File: config.mk
export PLATFORM = sky130hd
export DESIGN_NAME = regex_imem_arbiter_flat
export DESIGN_NICKNAME = d
export VERILOG_FILES = /design/src/rtl/regex_imem_arbiter_pkg.sv /design/src/rtl/regex_imem_arbiter_if.sv /design/src/rtl/regex_imem_arbiter_rr_arbiter.sv /design/src/rtl/regex_imem_arbiter.sv /design/src/flat_wrapper.sv
export SDC_FILE = /design/constraint.sdc
export NUM_CORES = 1
export LEC_CHECK = 0
export BUFFER_PORTS_ARGS = -buffer_cell sky130_fd_sc_hd__buf_2
export CAP_MARGIN = 40
export CORE_UTILIZATION = 43
export DETAILED_ROUTE_END_ITERATION = 6
export MAX_ROUTING_LAYER = met4
export PLACE_DENSITY = 0.78
export SLEW_MARGIN = 40
export SYNTH_ARGS = -nofsm -noshare
export SYNTH_HDL_FRONTEND = slang
export SYNTH_SLANG_ARGS = --single-unit
File: constraint.sdc
create_clock -name clk -period 4.3 [get_ports clk]
set_clock_uncertainty 0.15 [all_clocks]
set_input_delay 0.645 -clock clk [delete_from_list [all_inputs] [get_ports clk]]
set_output_delay 0.645 -clock clk [all_outputs]
set_load 0.05 [all_outputs]
File: src/rtl/regex_imem_arbiter_pkg.sv
// Shared types and constants for the regex instruction-memory arbiter.
// The request struct is sized to the build's instruction address width.
package regex_imem_arbiter_pkg;

  localparam int IMEM_READ_LATENCY = 1;
  localparam int IMEM_ADDR_WIDTH   = 11;

  typedef struct packed {
    logic [IMEM_ADDR_WIDTH-1:0] addr;
    logic                       valid;
  } mem_req_t;

endpackage

File: src/rtl/regex_imem_arbiter_if.sv
// Instruction-fetch bus between the regex CPUs and the shared instruction memory arbiter.
// Per-CPU valid/ready with packed per-CPU addresses; read data is broadcast to all CPUs.
interface regex_imem_arbiter_if #(
  parameter int N_CPU             = 4,
  parameter int MEMORY_WIDTH      = 16,
  parameter int MEMORY_ADDR_WIDTH = 11
);

  logic [N_CPU-1:0]                   cpu_memory_valid;
  logic [N_CPU*MEMORY_ADDR_WIDTH-1:0] cpu_memory_addr;
  logic [N_CPU-1:0]                   cpu_memory_ready;
  logic [MEMORY_WIDTH-1:0]            cpu_memory_data;

  modport master (
    output cpu_memory_valid,
    output cpu_memory_addr,
    input  cpu_memory_ready,
    input  cpu_memory_data
  );

  modport slave (
    input  cpu_memory_valid,
    input  cpu_memory_addr,
    output cpu_memory_ready,
    output cpu_memory_data
  );

endinterface

File: src/rtl/regex_imem_arbiter_rr_arbiter.sv
// Combinational round-robin pick: first unmasked requester after ptr, wrapping modulo N.
// Zero latency; an all-zero grant means nobody eligible this cycle.
module rr_arbiter #(
  parameter  int N  = 4,
  localparam int IW = (N > 1) ? $clog2(N) : 1
) (
  input  logic [N-1:0]  req,
  input  logic [N-1:0]  mask,
  input  logic [IW-1:0] ptr,
  output logic [N-1:0]  grant,
  output logic [IW-1:0] idx
);

  logic [IW-1:0] cand;
  logic          found;

  always_comb begin
    grant = '0;
    idx   = ptr;
    cand  = '0;
    found = 1'b0;
    for (int i = 1; i <= N; i++) begin
      // N is a power of two, so truncating the sum is the modulo wrap.
      cand = IW'(int'(ptr) + i);
      if (!found && req[cand] && !mask[cand]) begin
        found       = 1'b1;
        idx         = cand;
        grant[cand] = 1'b1;
      end
    end
  end

endmodule

File: src/rtl/regex_imem_arbiter.sv
// Shares one BRAM port between N_CPU instruction fetchers (round-robin) and a host loader.
// Grant one cycle after request, data one cycle after grant; host writes always preempt CPU reads.
module regex_imem_arbiter
  import regex_imem_arbiter_pkg::*;
#(
  parameter int N_CPU             = 4,
  parameter int MEMORY_WIDTH      = 16,
  parameter int MEMORY_ADDR_WIDTH = IMEM_ADDR_WIDTH
) (
  input  logic                         clk,
  input  logic                         rst,
  regex_imem_arbiter_if.slave          cpu,
  input  logic                         host_wr_en,
  input  logic [MEMORY_ADDR_WIDTH-1:0] host_wr_addr,
  input  logic [MEMORY_WIDTH-1:0]      host_wr_data,
  output logic                         mem_en,
  output logic                         mem_we,
  output logic [MEMORY_ADDR_WIDTH-1:0] mem_addr,
  output logic [MEMORY_WIDTH-1:0]      mem_wdata,
  input  logic [MEMORY_WIDTH-1:0]      mem_rdata,
  output logic                         busy
);

  localparam int IW = (N_CPU > 1) ? $clog2(N_CPU) : 1;

  mem_req_t [N_CPU-1:0]         req;
  mem_req_t                     win;
  logic [N_CPU-1:0]             req_vld;
  logic [N_CPU-1:0]             ready_q;
  logic [N_CPU-1:0]             win_grant;
  logic [IW-1:0]                win_idx;
  logic [IW-1:0]                rr_ptr;
  logic [IMEM_READ_LATENCY-1:0] rd_pipe;
  logic                         rd_vld;

  always_comb begin
    req     = '0;
    req_vld = '0;
    for (int i = 0; i < N_CPU; i++) begin
      req[i].addr  = IMEM_ADDR_WIDTH'(cpu.cpu_memory_addr[i*MEMORY_ADDR_WIDTH +: MEMORY_ADDR_WIDTH]);
      req[i].valid = cpu.cpu_memory_valid[i];
      req_vld[i]   = req[i].valid;
    end
  end

  // The CPU holding ready this cycle still shows valid; masking it stops a double grant.
  rr_arbiter #(.N(N_CPU)) u_rr (
    .req   (req_vld),
    .mask  (ready_q),
    .ptr   (rr_ptr),
    .grant (win_grant),
    .idx   (win_idx)
  );

  always_comb begin
    win       = '0;
    win.addr  = req[win_idx].addr;
    win.valid = |win_grant;
  end

  always_ff @(posedge clk or negedge rst) begin
    if (!rst) begin
      rr_ptr    <= IW'(N_CPU - 1);
      ready_q   <= '0;
      mem_en    <= 1'b0;
      mem_we    <= 1'b0;
      mem_addr  <= '0;
      mem_wdata <= '0;
      rd_pipe   <= '0;
    end else begin
      rd_pipe <= IMEM_READ_LATENCY'({rd_pipe, mem_en & ~mem_we});
      if (host_wr_en) begin
        // Displaced CPU requests stay pending and the pointer is untouched.
        ready_q   <= '0;
        mem_en    <= 1'b1;
        mem_we    <= 1'b1;
        mem_addr  <= host_wr_addr;
        mem_wdata <= host_wr_data;
      end else if (win.valid) begin
        ready_q  <= win_grant;
        mem_en   <= 1'b1;
        mem_we   <= 1'b0;
        mem_addr <= MEMORY_ADDR_WIDTH'(win.addr);
        rr_ptr   <= win_idx;
      end else begin
        ready_q <= '0;
        mem_en  <= 1'b0;
        mem_we  <= 1'b0;
      end
    end
  end

  assign rd_vld               = rd_pipe[IMEM_READ_LATENCY-1];
  assign cpu.cpu_memory_ready = ready_q;
  assign cpu.cpu_memory_data  = rd_vld ? mem_rdata : '0;
  assign busy                 = rst & (|req_vld | |ready_q | rd_vld);

endmodule

File: src/flat_wrapper.sv
// flat-port wrapper written by rule: the top's interface ports become plain ports
module regex_imem_arbiter_flat import regex_imem_arbiter_pkg::*;
#(
  parameter int N_CPU             = 4,
  parameter int MEMORY_WIDTH      = 16,
  parameter int MEMORY_ADDR_WIDTH = IMEM_ADDR_WIDTH
)
  (clk, rst, host_wr_en, host_wr_addr, host_wr_data, mem_en, mem_we, mem_addr, mem_wdata, mem_rdata, busy, cpu_cpu_memory_valid, cpu_cpu_memory_addr, cpu_cpu_memory_ready, cpu_cpu_memory_data);
  regex_imem_arbiter_if #(.N_CPU(N_CPU), .MEMORY_WIDTH(MEMORY_WIDTH), .MEMORY_ADDR_WIDTH(MEMORY_ADDR_WIDTH)) cpu_i ();
  input  logic clk;
  input  logic rst;
  input  logic host_wr_en;
  input  logic [MEMORY_ADDR_WIDTH-1:0] host_wr_addr;
  input  logic [MEMORY_WIDTH-1:0] host_wr_data;
  output logic mem_en;
  output logic mem_we;
  output logic [MEMORY_ADDR_WIDTH-1:0] mem_addr;
  output logic [MEMORY_WIDTH-1:0] mem_wdata;
  input  logic [MEMORY_WIDTH-1:0] mem_rdata;
  output logic busy;
  input wire logic [$bits(cpu_i.cpu_memory_valid)-1:0] cpu_cpu_memory_valid;
  input wire logic [$bits(cpu_i.cpu_memory_addr)-1:0] cpu_cpu_memory_addr;
  output wire logic [$bits(cpu_i.cpu_memory_ready)-1:0] cpu_cpu_memory_ready;
  output wire logic [$bits(cpu_i.cpu_memory_data)-1:0] cpu_cpu_memory_data;
  assign cpu_i.cpu_memory_valid = cpu_cpu_memory_valid;
  assign cpu_i.cpu_memory_addr = cpu_cpu_memory_addr;
  assign cpu_cpu_memory_ready = cpu_i.cpu_memory_ready;
  assign cpu_cpu_memory_data = cpu_i.cpu_memory_data;
  regex_imem_arbiter #(.N_CPU(N_CPU), .MEMORY_WIDTH(MEMORY_WIDTH), .MEMORY_ADDR_WIDTH(MEMORY_ADDR_WIDTH)) u_core (.clk(clk), .rst(rst), .cpu(cpu_i), .host_wr_en(host_wr_en), .host_wr_addr(host_wr_addr), .host_wr_data(host_wr_data), .mem_en(mem_en), .mem_we(mem_we), .mem_addr(mem_addr), .mem_wdata(mem_wdata), .mem_rdata(mem_rdata), .busy(busy));
endmodule
==> key figures <==
CTS
  • Post-CTS Setup Bufs: 0
  • Clock Tree Buf Depth: 2
  • Root buffer cell: clkbuf_8
  • Clk_lat worst skew: 0.28 ns
  • TritonCTS clock tree: yes
  • Sink Count: 36
  • CTS buffer count: 5
  • Count of cells resized by post-cts repair: 0
  • CTS Hold Bufs: 0
  • H-tree depth: 2
  • Clk pin slew, worst setup/hold paths: 0.07 ns

Setup path
  • Critical-path maximum fanout: 13
  • Critical Setup Path Class: register to register
  • Worst R2R Path Depth: 10
  • Req. time, crit path: 4.30 ns
  • Crit path launch: u_core.rr_ptr[0]
  • CP arrival: 3.93 ns
  • Flop-to-flop setup slack: 0.37 ns
  • RR Startpoint: u_core.rr_ptr[0]
  • RR Endpoint: u_core.mem_addr[5]
  • Crit path launch type: register
  • CP endpoint kind: register

Finish
  • Fill cells: 427
  • Sequential Area: 903 µm²
  • Most common cell after layout, fill and taps aside: buf_2
  • Fin nets: 444
  • Area of the multi-input gates: 1320 µm²
  • Most frequent cells in the layout: buf_2 (142), dfrtp_1 (34), nand2_1 (19), and2_1 (16), mux2_2 (16)
  • P&R area growth vs syn: 36.1%
  • Inserted Diodes: 0
  • Layout cells sized above 1: 56.0%
  • Layout Utilization: 61.3%

Hold path
  • Hold EP: u_core.rd_pipe
  • Worst hold path depth: 1
  • Worst min path class: register to register
  • Hold Startpoint: u_core.mem_we

Timing
  • Slew Limit Fails: 0
  • Slew headroom: 53.1%
  • Final hold vios: 0
  • Period utilization: 91.4%
  • Setup Viol. Count Final: 0
  • Setup TNS: 0 ns
  • Worst slew pin tran: 0.703 ns
  • Fmax: 255 MHz
  • Period minus WS final: 3.93 ns
  • RSZ-0062 raised after global routing: no

Die
  • Initial Utilization: 45.0%
  • Die Wd: 75.6 µm
  • Boundary pin count: 144
  • Die height: 75.6 µm
  • Die area: 5720 µm²
  • Core area: 5170 µm²
  • Rows: 26

Route
  • First-pass DRT Iterations: 4
  • DRT iter0 DRCs: 164
  • Routed via count: 2,151
  • ANT nets after route: 0
  • DRC violations left: 0
  • Wire length per cell: 14.8 µm
  • Vias/cell: 5.21
  • Post-Route WL: 6130 µm

Power and ir drop
  • P per Cell Area: 841 nW/µm²
  • LEAKAGE: 1.62 nW
  • Maximum vdd drop: 0.425 mV
  • Final Power: 2.67 mW

Logic synthesis
  • Post-synth top area share: 36.5%
  • Synth area leaders: dfrtp_1 (37%), mux4_2 (13%), mux2_2 (7.7%), mux2i_1 (5.6%), and2_1 (4.3%)
  • Ys flop type: dfrtp_1
  • Ys async rst share: 100%
  • Largest area contributor in the netlist: dfrtp_1
  • Synth warn: 0
  • Number of synthesized register bits: 36
  • Seq/Total Area, Yosys: 38.8%
  • Mapped Cells: 201
  • Mean Syn Cell Area: 11.6 µm²
  • Netlist Area Pre-Place: 2330 µm²
  • Distinct cells, synth: 41
  • Post-synth EDFFs: 0
  • Net Count, Synth: 303

GRT
  • Grt peak-use layer: met2
  • GRT met3 Usage: 4.76%
  • Vias in the first global route: 2,033
  • GRT overflow: 0
  • Met1 usage: 26.9%
  • Pin count of the biggest net entering global routing: 47
  • M2 GR Usage: 41.2%
  • Global-route usage over all layers: 23.3%
  • Initial antenna violation count: 0
  • Global-route wire length before repair: 9480 µm

Outcome
  • Outcome: complete, no violations

Placement
  • Buffers on Ports: 143
  • Gpl congestion: 0.915
  • HPWL after DPL: 4750 µm

Flow run
  • Max_cap viols: 0
==> cells by family (layout without fill, tap and decap cells) <==
kind of cell	after synthesis	count (layout)	share of synthesized area, %
AO/OA/AOI/OAI	32	32	9.45
XOR/XNOR	2	2	1.56
adder cells (fa/ha/maj)	8	8	4.30
buffers and inverters	17	159	4.73
flip-flops	36	36	38.8
multiplexers	42	42	25.9
AND/OR/NAND/NOR	64	64	15.3
==> synth_stat cells, drive strengths merged (4+ instances only) <==
library cell  instances
dfrtp                34
nand2                19
and2                 16
mux2                 16
mux2i                13
mux4                 13
o21ai                12
ha                    8
o221ai                8
nor2                  7
inv                   6
nor2b                 6
a21oi                 5
buf                   5
clkbuf                5
nand2b                5
nand3                 4
==> worst max-delay path, cell delays in order, from the launching register on <==
cell and delay (ns):
dfstp_2 0.71, bufinv_8 0.27, ha_1 0.39, nor4bb_1 0.40, a31oi_2 0.13, o21a_2 0.20, o21a_4 0.24, xnor2_4 0.49
mux4_2 0.58, mux2i_1 0.15, o21ai_1 0.08
==> power breakdown <==
| part | internal (mW) | total (mW) | switching, mW |
|---|---|---|---|
| Clock | 0.130 | 0.250 | 0.120 |
| Sequential | 0.447 | 0.539 | 0.0926 |
| Combinational | 0.798 | 1.88 | 1.08 |
==> registers in the layout (all words and copies together), names as in the netlist <==
name,count
u_core.mem_wdata,16
u_core.mem_addr,11
u_core.cpu.cpu_memory_ready,4
u_core.rr_ptr,2
u_core.mem_en,1
u_core.mem_we,1
u_core.rd_pipe,1
==> how the worst max path moves through the flow <==
| stage | endpoint | slack (ns) |
|---|---|---|
| final | u_core.mem_addr[5] | 0.37 |
| after global routing | u_core.mem_addr[4] | 0.11 |
| after CTS | u_core.mem_addr[7] | 0.39 |
| after detailed placement | u_core.mem_addr[9] | 0.40 |
| after global placement | u_core.mem_addr[0] | 0.58 |
| after floorplan | u_core.mem_addr[0] | 0.95 |
==> metrics by stage <==
stage | setup WS, ns | cell area (µm²) | hold WS, ns | cells
floorplan | 0.954 | 2330 | 0.199 | 201
finish | 0.371 | 3170 | 0.269 | 413
detailed placement | 0.404 | 3070 | 0.266 | 405
global route | 0.107 | 3170 | 0.300 | 413
CTS | 0.391 | 3170 | 0.279 | 413
global placement | 0.577 | 3070 | 0.263 | 405
==> metal layers <==
layer,up-vias,share of wire [%]
li1,1014,-
met1,1005,42
met2,128,50
met3,4,7.9
met4,0,0.55
met5,-,0
==> layout make-up <==
class / instances / share of cell area, %
well taps: 70 / 2.76
clock buffers: 7 / 2.72
inverters: 7 / 1.26
flip-flops and latches: 36 / 28.5
multi-input cells: 148 / 41.6
repair buffers: 144 / 22.9
clock inverters: 1 / 0.237
Power figures use the tool's default switching activity.
